## src/rtl/video_timing_gen.sv

```systemverilog
// rtl/video_timing_gen.sv - raster timing and RGB test-pattern source (pattern logic under VIDEO_TIMING_GEN_PATTERN_EN)
module video_timing_gen #(
    parameter int   H_ACTIVE = 640,
    parameter int   H_FP     = 16,
    parameter int   H_SYNC   = 96,
    parameter int   H_BP     = 48,
    parameter int   V_ACTIVE = 480,
    parameter int   V_FP     = 10,
    parameter int   V_SYNC   = 2,
    parameter int   V_BP     = 33,
    parameter logic HS_POL   = 1'b1,
    parameter logic VS_POL   = 1'b1,
    parameter int   CNT_W    = 12
) (
    input  logic             clk,
    input  logic             rst_n,
    input  logic             en,
    input  logic [1:0]       pattern_sel,
    output logic [CNT_W-1:0] h_cnt,
    output logic [CNT_W-1:0] v_cnt,
    output logic             hsync,
    output logic             vsync,
    output logic             de,
    output logic             sof,
    output logic [7:0]       frame_cnt,
    output logic [7:0]       red,
    output logic [7:0]       green,
    output logic [7:0]       blue
);

    localparam int H_TOTAL = H_ACTIVE + H_FP + H_SYNC + H_BP;
    localparam int V_TOTAL = V_ACTIVE + V_FP + V_SYNC + V_BP;

    localparam logic [CNT_W-1:0] H_LAST   = CNT_W'(H_TOTAL - 1);
    localparam logic [CNT_W-1:0] V_LAST   = CNT_W'(V_TOTAL - 1);
    localparam logic [CNT_W-1:0] H_ACT    = CNT_W'(H_ACTIVE);
    localparam logic [CNT_W-1:0] V_ACT    = CNT_W'(V_ACTIVE);
    localparam logic [CNT_W-1:0] HS_START = CNT_W'(H_ACTIVE + H_FP);
    localparam logic [CNT_W-1:0] HS_END   = CNT_W'(H_ACTIVE + H_FP + H_SYNC);
    localparam logic [CNT_W-1:0] VS_START = CNT_W'(V_ACTIVE + V_FP);
    localparam logic [CNT_W-1:0] VS_END   = CNT_W'(V_ACTIVE + V_FP + V_SYNC);

    logic [CNT_W-1:0] x;
    logic [CNT_W-1:0] y;
    logic             x_last;
    logic             y_last;
    logic             origin;
    logic             de_next;
    logic [23:0]      pix;

    assign x_last  = (x == H_LAST);
    assign y_last  = (y == V_LAST);
    assign origin  = (x == '0) && (y == '0);
    assign de_next = (x < H_ACT) && (y < V_ACT);

    always_ff @(posedge clk or negedge rst_n) begin
        if (!rst_n) begin
            x         <= '0;
            y         <= '0;
            frame_cnt <= 8'd0;
        end else if (en) begin
            x <= x_last ? '0 : x + 1'b1;
            if (x_last) begin
                y <= y_last ? '0 : y + 1'b1;
                if (y_last) begin
                    frame_cnt <= frame_cnt + 8'd1;
                end
            end
        end
    end

    // Every output is a one-cycle registered view of the same (x,y) pixel.
    always_ff @(posedge clk or negedge rst_n) begin
        if (!rst_n) begin
            h_cnt <= '0;
            v_cnt <= '0;
            hsync <= ~HS_POL;
            vsync <= ~VS_POL;
            de    <= 1'b0;
            sof   <= 1'b0;
            red   <= 8'd0;
            green <= 8'd0;
            blue  <= 8'd0;
        end else if (en) begin
            h_cnt <= x;
            v_cnt <= y;
            hsync <= ((x >= HS_START) && (x < HS_END)) ? HS_POL : ~HS_POL;
            vsync <= ((y >= VS_START) && (y < VS_END)) ? VS_POL : ~VS_POL;
            de    <= de_next;
            sof   <= origin;
            red   <= de_next ? pix[23:16] : 8'd0;
            green <= de_next ? pix[15:8]  : 8'd0;
            blue  <= de_next ? pix[7:0]   : 8'd0;
        end else begin
            sof <= 1'b0;
        end
    end

`ifdef VIDEO_TIMING_GEN_PATTERN_EN
    localparam logic [CNT_W-1:0] BAR_LAST = CNT_W'(H_ACTIVE / 8 - 1);

    logic [1:0]       pat_q;
    logic [1:0]       pat_cur;
    logic [CNT_W-1:0] bar_cnt;
    logic [2:0]       bar_idx;

    // The origin pixel already uses the newly sampled selection so the whole frame is consistent.
    assign pat_cur = origin ? pattern_sel : pat_q;

    always_ff @(posedge clk or negedge rst_n) begin
        if (!rst_n) begin
            pat_q   <= 2'd0;
            bar_cnt <= '0;
            bar_idx <= 3'd0;
        end else if (en) begin
            if (origin) begin
                pat_q <= pattern_sel;
            end
            if (x_last) begin
                bar_cnt <= '0;
                bar_idx <= 3'd0;
            end else if (bar_cnt == BAR_LAST) begin
                bar_cnt <= '0;
                bar_idx <= bar_idx + 3'd1;
            end else begin
                bar_cnt <= bar_cnt + 1'b1;
            end
        end
    end

    // Bar order white,yellow,cyan,green,magenta,red,blue,black maps to R=~b1, G=~b2, B=~b0.
    always_comb begin
        pix = 24'd0;
        case (pat_cur)
            2'd0:    pix = {{8{~bar_idx[1]}}, {8{~bar_idx[2]}}, {8{~bar_idx[0]}}};
            2'd1:    pix = {3{x[7:0]}};
            2'd2:    pix = {24{x[5] ^ y[5]}};
            default: pix = {24{(x[4:0] == 5'd0) || (y[4:0] == 5'd0)}};
        endcase
    end
`else
    logic unused_pattern_sel;
    assign unused_pattern_sel = ^pattern_sel;
    assign pix = 24'd0;
`endif

endmodule

```

## config.mk

```make
export PLATFORM = sky130hd
export DESIGN_NAME = video_timing_gen
export DESIGN_NICKNAME = d
export VERILOG_FILES = /design/src/rtl/video_timing_gen.sv
export SDC_FILE = /design/constraint.sdc
export NUM_CORES = 1
export LEC_CHECK = 0
export CORE_MARGIN = 1
export CORE_UTILIZATION = 45
export CTS_BUF_LIST = sky130_fd_sc_hd__clkbuf_4
export DETAILED_ROUTE_END_ITERATION = 8
export PLACE_DENSITY = 0.82
export SYNTH_ARGS = -nofsm -noshare
export SYNTH_HDL_FRONTEND = slang
export SYNTH_SLANG_ARGS = --single-unit
```

## constraint.sdc

```tcl
create_clock -name clk -period 1.9 [get_ports clk]
set_input_delay 0.285 -clock clk [delete_from_list [all_inputs] [get_ports clk]]
set_output_delay 0.285 -clock clk [all_outputs]
set_load 0.05 [all_outputs]
```

; After elaboration in Yosys (flattened, before gate mapping)
; Cells that the tools add are included.
[totals]
register_bits = 60
input_bits = 5
wordCells = 33
[op_classes]
add_sub_neg = 3
n_lt_le_gt_ge = 6
eq_ne = 2
n_mux = 5
n_reduce_logical = 8
[op_table]
columns = cell, count
row1 = $add 12x1->12 const B, 2
row2 = $eq 12x10->1 const B, 2
row3 = $logic_not 12->1, 2
row4 = $lt 12x10->1 const B, 2
row5 = $lt 12x9->1 const B, 2
row6 = $mux 12, 2
row7 = $ge 12x10->1 const B, 1
row8 = $ge 12x9->1 const B, 1
row9 = $add 8x1->8 const B, 1
row10 = $logic_and 1x1->1, 4
row11 = $mux 1, 3
row12 = $reduce_and 3->1, 1
row13 = $reduce_and 2->1, 1

; Longest topological paths before layout
[logic_depth]
word_depth = 3
depth_mapped = 7

; Worst setup path before layout
; Ideal clock, no wire load.
[synth_timing]
path_type = register to register
startpoint = reg x[0]
endpoint = reg frame_cnt[1]
arrival_ns = 1.525
setup_slack_ns = 0.250
path_stages_with_launch = 6
n_path_buf = 0
period_less_slack_ns = 1.650
path_cell_list = dfrtp_1 -> ha_1 -> and4_1 -> nand4_4 -> nor2_1 -> mux2_2
[synth_between]
elab_chain_cells = 2
[synth_rtl]
columns = item, line_no
row1 = start: declaration, 43  ; logic [CNT_W-1:0] x;
row2 = start signal: assignment, 62  ; x <= x_last ? '0 : x + 1'b1;
row3 = $eq 12x10->1, 51  ; assign x_last = (x == H_LAST);
row4 = $reduce_and 3->1 (no line), --
row5 = end signal: assignment, 66  ; frame_cnt <= frame_cnt + 8'd1;
row6 = end: declaration, 25  ; output logic [7:0] frame_cnt,
; No other way between the ends.
; A chain may end at the register's enable or synchronous reset.

; Worst setup path after layout
[layout_timing]
startpoint = reg h_cnt[9]
endpoint = out h_cnt[9]
[layout_lines]
columns = item, line_no
row1 = start: declaration, 19  ; output logic [CNT_W-1:0] h_cnt,
row2 = start signal: assignment, 75  ; h_cnt <= '0;
row3 = start signal: assignment, 85  ; h_cnt <= x;
; No word-level cell between the ends.

==> flow_summary_export.csv <==
group,metric,value,unit
run_status,outcome,"complete, but fails checks",
run_status,violations,"DRC",
logic_synthesis,synth_common_cells,"dfrtp_1, buf_4, mux2_2, inv_1, nand3_1",
worst_hold_path,hold_class,"input pin to async pin",
flow_run,maxCapViolations,0,
critical_path,cp.arrival,1.56,ns
route,dr.pass1.iters,8,
critical_path,critPathTopFamily,"buffers and inverters",
die,io-pin-count,65,
timing,finClkSkew,0.0123,ns
logic_synthesis,synth_top_area_share,49.5,%
logic_synthesis,synth_compound_area_share,3.76,%
die,dieHeight,84.1,µm
timing,tightest_slew,0.539,ns
die,start_util,47.2,%
logic_synthesis,synth.distinct_cells,41,
clock_network,cts.sinks,60,
logic_synthesis,syn-cell-area,3030,µm²
route,drt_iter0_drc,150,
logic_synthesis,ys_seq_area_share,49.5,%
clock_network,htreeDepth,3,
layout,diodes,0,
grt,grt_antenna_before_repair,0,
grt,grt_max_degree,61,
pwr,power_density,827,nW/µm²
logic_synthesis,synth_top_family_by_area,"simple AND/OR/NAND/NOR gates",
logic_synthesis,yosysWarningCount,0,
die,placementRows,29,
route,finalWirelength,5.84,mm
clock_network,numCtsBuffers,9,
clock_network,post-cts-setup-buffers,0,
grt,track_usage,18.4,%
pwr,p_leak,1.93,nW
logic_synthesis,avgSynthCellArea,11.2,µm²
critical_path,worstSetupEndpointType,"output port",
critical_path,cp_cell_sequence,"clkdlybuf4s50_1",
grt,grt_pass1_vias,2027,
clock_network,clock-root-buffer,"clkbuf_4",
critical_path,slowest_stage,"clkdlybuf4s50_1",
grt,grt_pass1_wl,10.0,mm
route,drcViolationCount,10,
clock_network,clock_path_buffers,2,
placed_design,hpwlAfterDp,4.11,mm
timing,hold_viol,0,
critical_path,path_class,"flip-flop to output port",
die,core-area,6420,µm²
layout,layout-drive-gt1-share,22.4,%
die,dieArea,7070,µm²
logic_synthesis,synthAdderAreaFrac,2.06,%
route,vias_per_cell,5.18,
clock_network,cts_tree,"yes",
placed_design,dp_slack,-0.109,ns
placed_design,gp_congestion,0.888,
logic_synthesis,yosys.area.top_type,"dfrtp_1",
timing,drv_slew,0,
timing,setup-violations-final,0,
logic_synthesis,yosys_register_bits,60,
timing,fin_ws,0.0555,ns
layout,area_growth,21.3,%
layout,fin_util,57.3,%
route,num_vias,2135,
clock_network,path_clk_slew,0.10,ns
critical_path,worst_path_largest_cell_delay,0.80,ns
clock_network,clock_latency,0.40,ns
timing,fmax,542,MHz
critical_path,cp.required,1.62,ns
critical_path,critPathMaxFanout,2,
logic_synthesis,synth_xor_area_share,6.07,%
pwr,ir_worst_vdd,0.440,mV
route,ant_nets,0,
logic_synthesis,synthFlopType,"dfrtp_1",
logic_synthesis,synth_edf_count,0,
logic_synthesis,yosysMostFrequentCell,"dfrtp_1",
critical_path,critPathLaunchType,"flip-flop",
timing,finalCritPeriodShare,97.1,%
logic_synthesis,synth_area_leaders,"dfrtp_1, mux2_2, buf_4, xor2_1, nand4_1",
placed_design,numPortBuffers,38,
grt,grt-ovfl-total,0,
route,avgRoutedWirePerCell,14.2,µm
logic_synthesis,synth-simple-area-share,18.7,%
critical_path,path_buf_inv,1,
logic_synthesis,synth_mux_area_share,9.91,%
layout,num-nets-final,342,
logic_synthesis,synthArstFlopShare,100,%
die,die_w,84.1,µm
timing,slew-limit-headroom,64.0,%
timing,fin_crit,1.84,ns
timing,worst_hold_slack,0.412,ns
logic_synthesis,synthCells,271,
timing,rsz0062_at_grt,"no",
==> routing by layer <==
metal,vias to the layer above,part of all wire (%),global-route usage (%)
li1,1028,-,-
met2,77,45,25.4
met3,13,6.4,5.04
met1,1017,47,26.2
met5,-,0,0
met4,0,2.1,9.56
==> cell usage in the layout (no fill, tap or decap), drive strengths merged <==
master / instances
a21oi: 5
a221oi: 1
a31oi: 1
and2: 1
and2b: 1
and3: 2
and4: 5
and4bb: 1
buf: 24
clkbuf: 10
clkdlybuf4s50: 17
clkinv: 4
conb: 24
dfrtp: 60
dlygate4sd2: 7
dlygate4sd3: 1
dlymetal6s2s: 13
ha: 5
inv: 16
mux2: 24
mux2i: 3
nand2: 12
nand3: 16
nand4: 15
nand4b: 1
nor2: 11
nor2b: 1
nor3: 12
nor3b: 2
nor4: 4
nor4b: 1
o211ai: 1
o21ai: 9
o22ai: 2
o32ai: 1
or3: 1
xnor2: 9
xor2: 12
==> power by group <==
part / total [mW] / internal, mW / switching (mW) / leakage (nW)
Combinational: 0.886 / 0.305 / 0.582 / 1.12
Sequential: 1.46 / 1.39 / 0.0710 / 0.751
Clock: 0.690 / 0.259 / 0.431 / 0.0593
==> kinds of logic after synthesis <==
logic type	count (synthesis)
mux	27
fa+ha+maj	5
xor+xnor	21
simple gates	86
buf+inv	51
compound gates	20
flops	60
other cells	1
==> area by class of cell <==
type | instances | area (µm²)
Clock buffer | 10 | 75.1
Clock inverter | 4 | 18.8
Fill cell | 561 | 2750
Inverter | 16 | 60.1
Multi-Input combinational cell | 183 | 1320
Sequential cell | 60 | 1500
Tap cell | 77 | 96.3
Timing Repair Buffer | 62 | 607
==> worst paths after layout <==
kind / startpoint / end / slack (ns) / cells past startpoint
hold / removal: rst_n / v_cnt[7] / 0.41 / 3
hold reg to reg: frame_cnt[7] / frame_cnt[7] / 0.47 / 1
setup reg to reg: x[10] / frame_cnt[5] / 0.15 / 5
max in group asynchronous: rst_n / x[8] / 1.21 / 3
min in group clk: frame_cnt[7] / frame_cnt[7] / 0.47 / 1
setup / recovery: h_cnt[9] / h_cnt[9] / 0.06 / 1
==> registers in the layout (all words and copies together), names as in the netlist, 8 cells and up <==
signal,cells
h_cnt,12
v_cnt,12
x,12
y,12
frame_cnt,8
==> metrics by stage <==
stage          setup TNS, ns  total power [mW]  area (µm²)  cells
2_1_floorplan              0              2.10        3120    294
3_3_place_gp          -0.196              2.36        3550    397
3_5_place_dp          -0.514              2.38        3550    397
4_1_cts                    0              3.07        3640    412
5_1_grt                    0              3.20        3680    412
6_report                   0              3.04        3680    412
==> repair_timing <==
item,4_1_cts,5_1_grt
pin swaps,0,0
hold buffers,1,0
endpoints found under the hold margin,60,0
setup endpoints to repair,7,13
gates resized for setup,7,13
(Power assumes the default switching activity.)
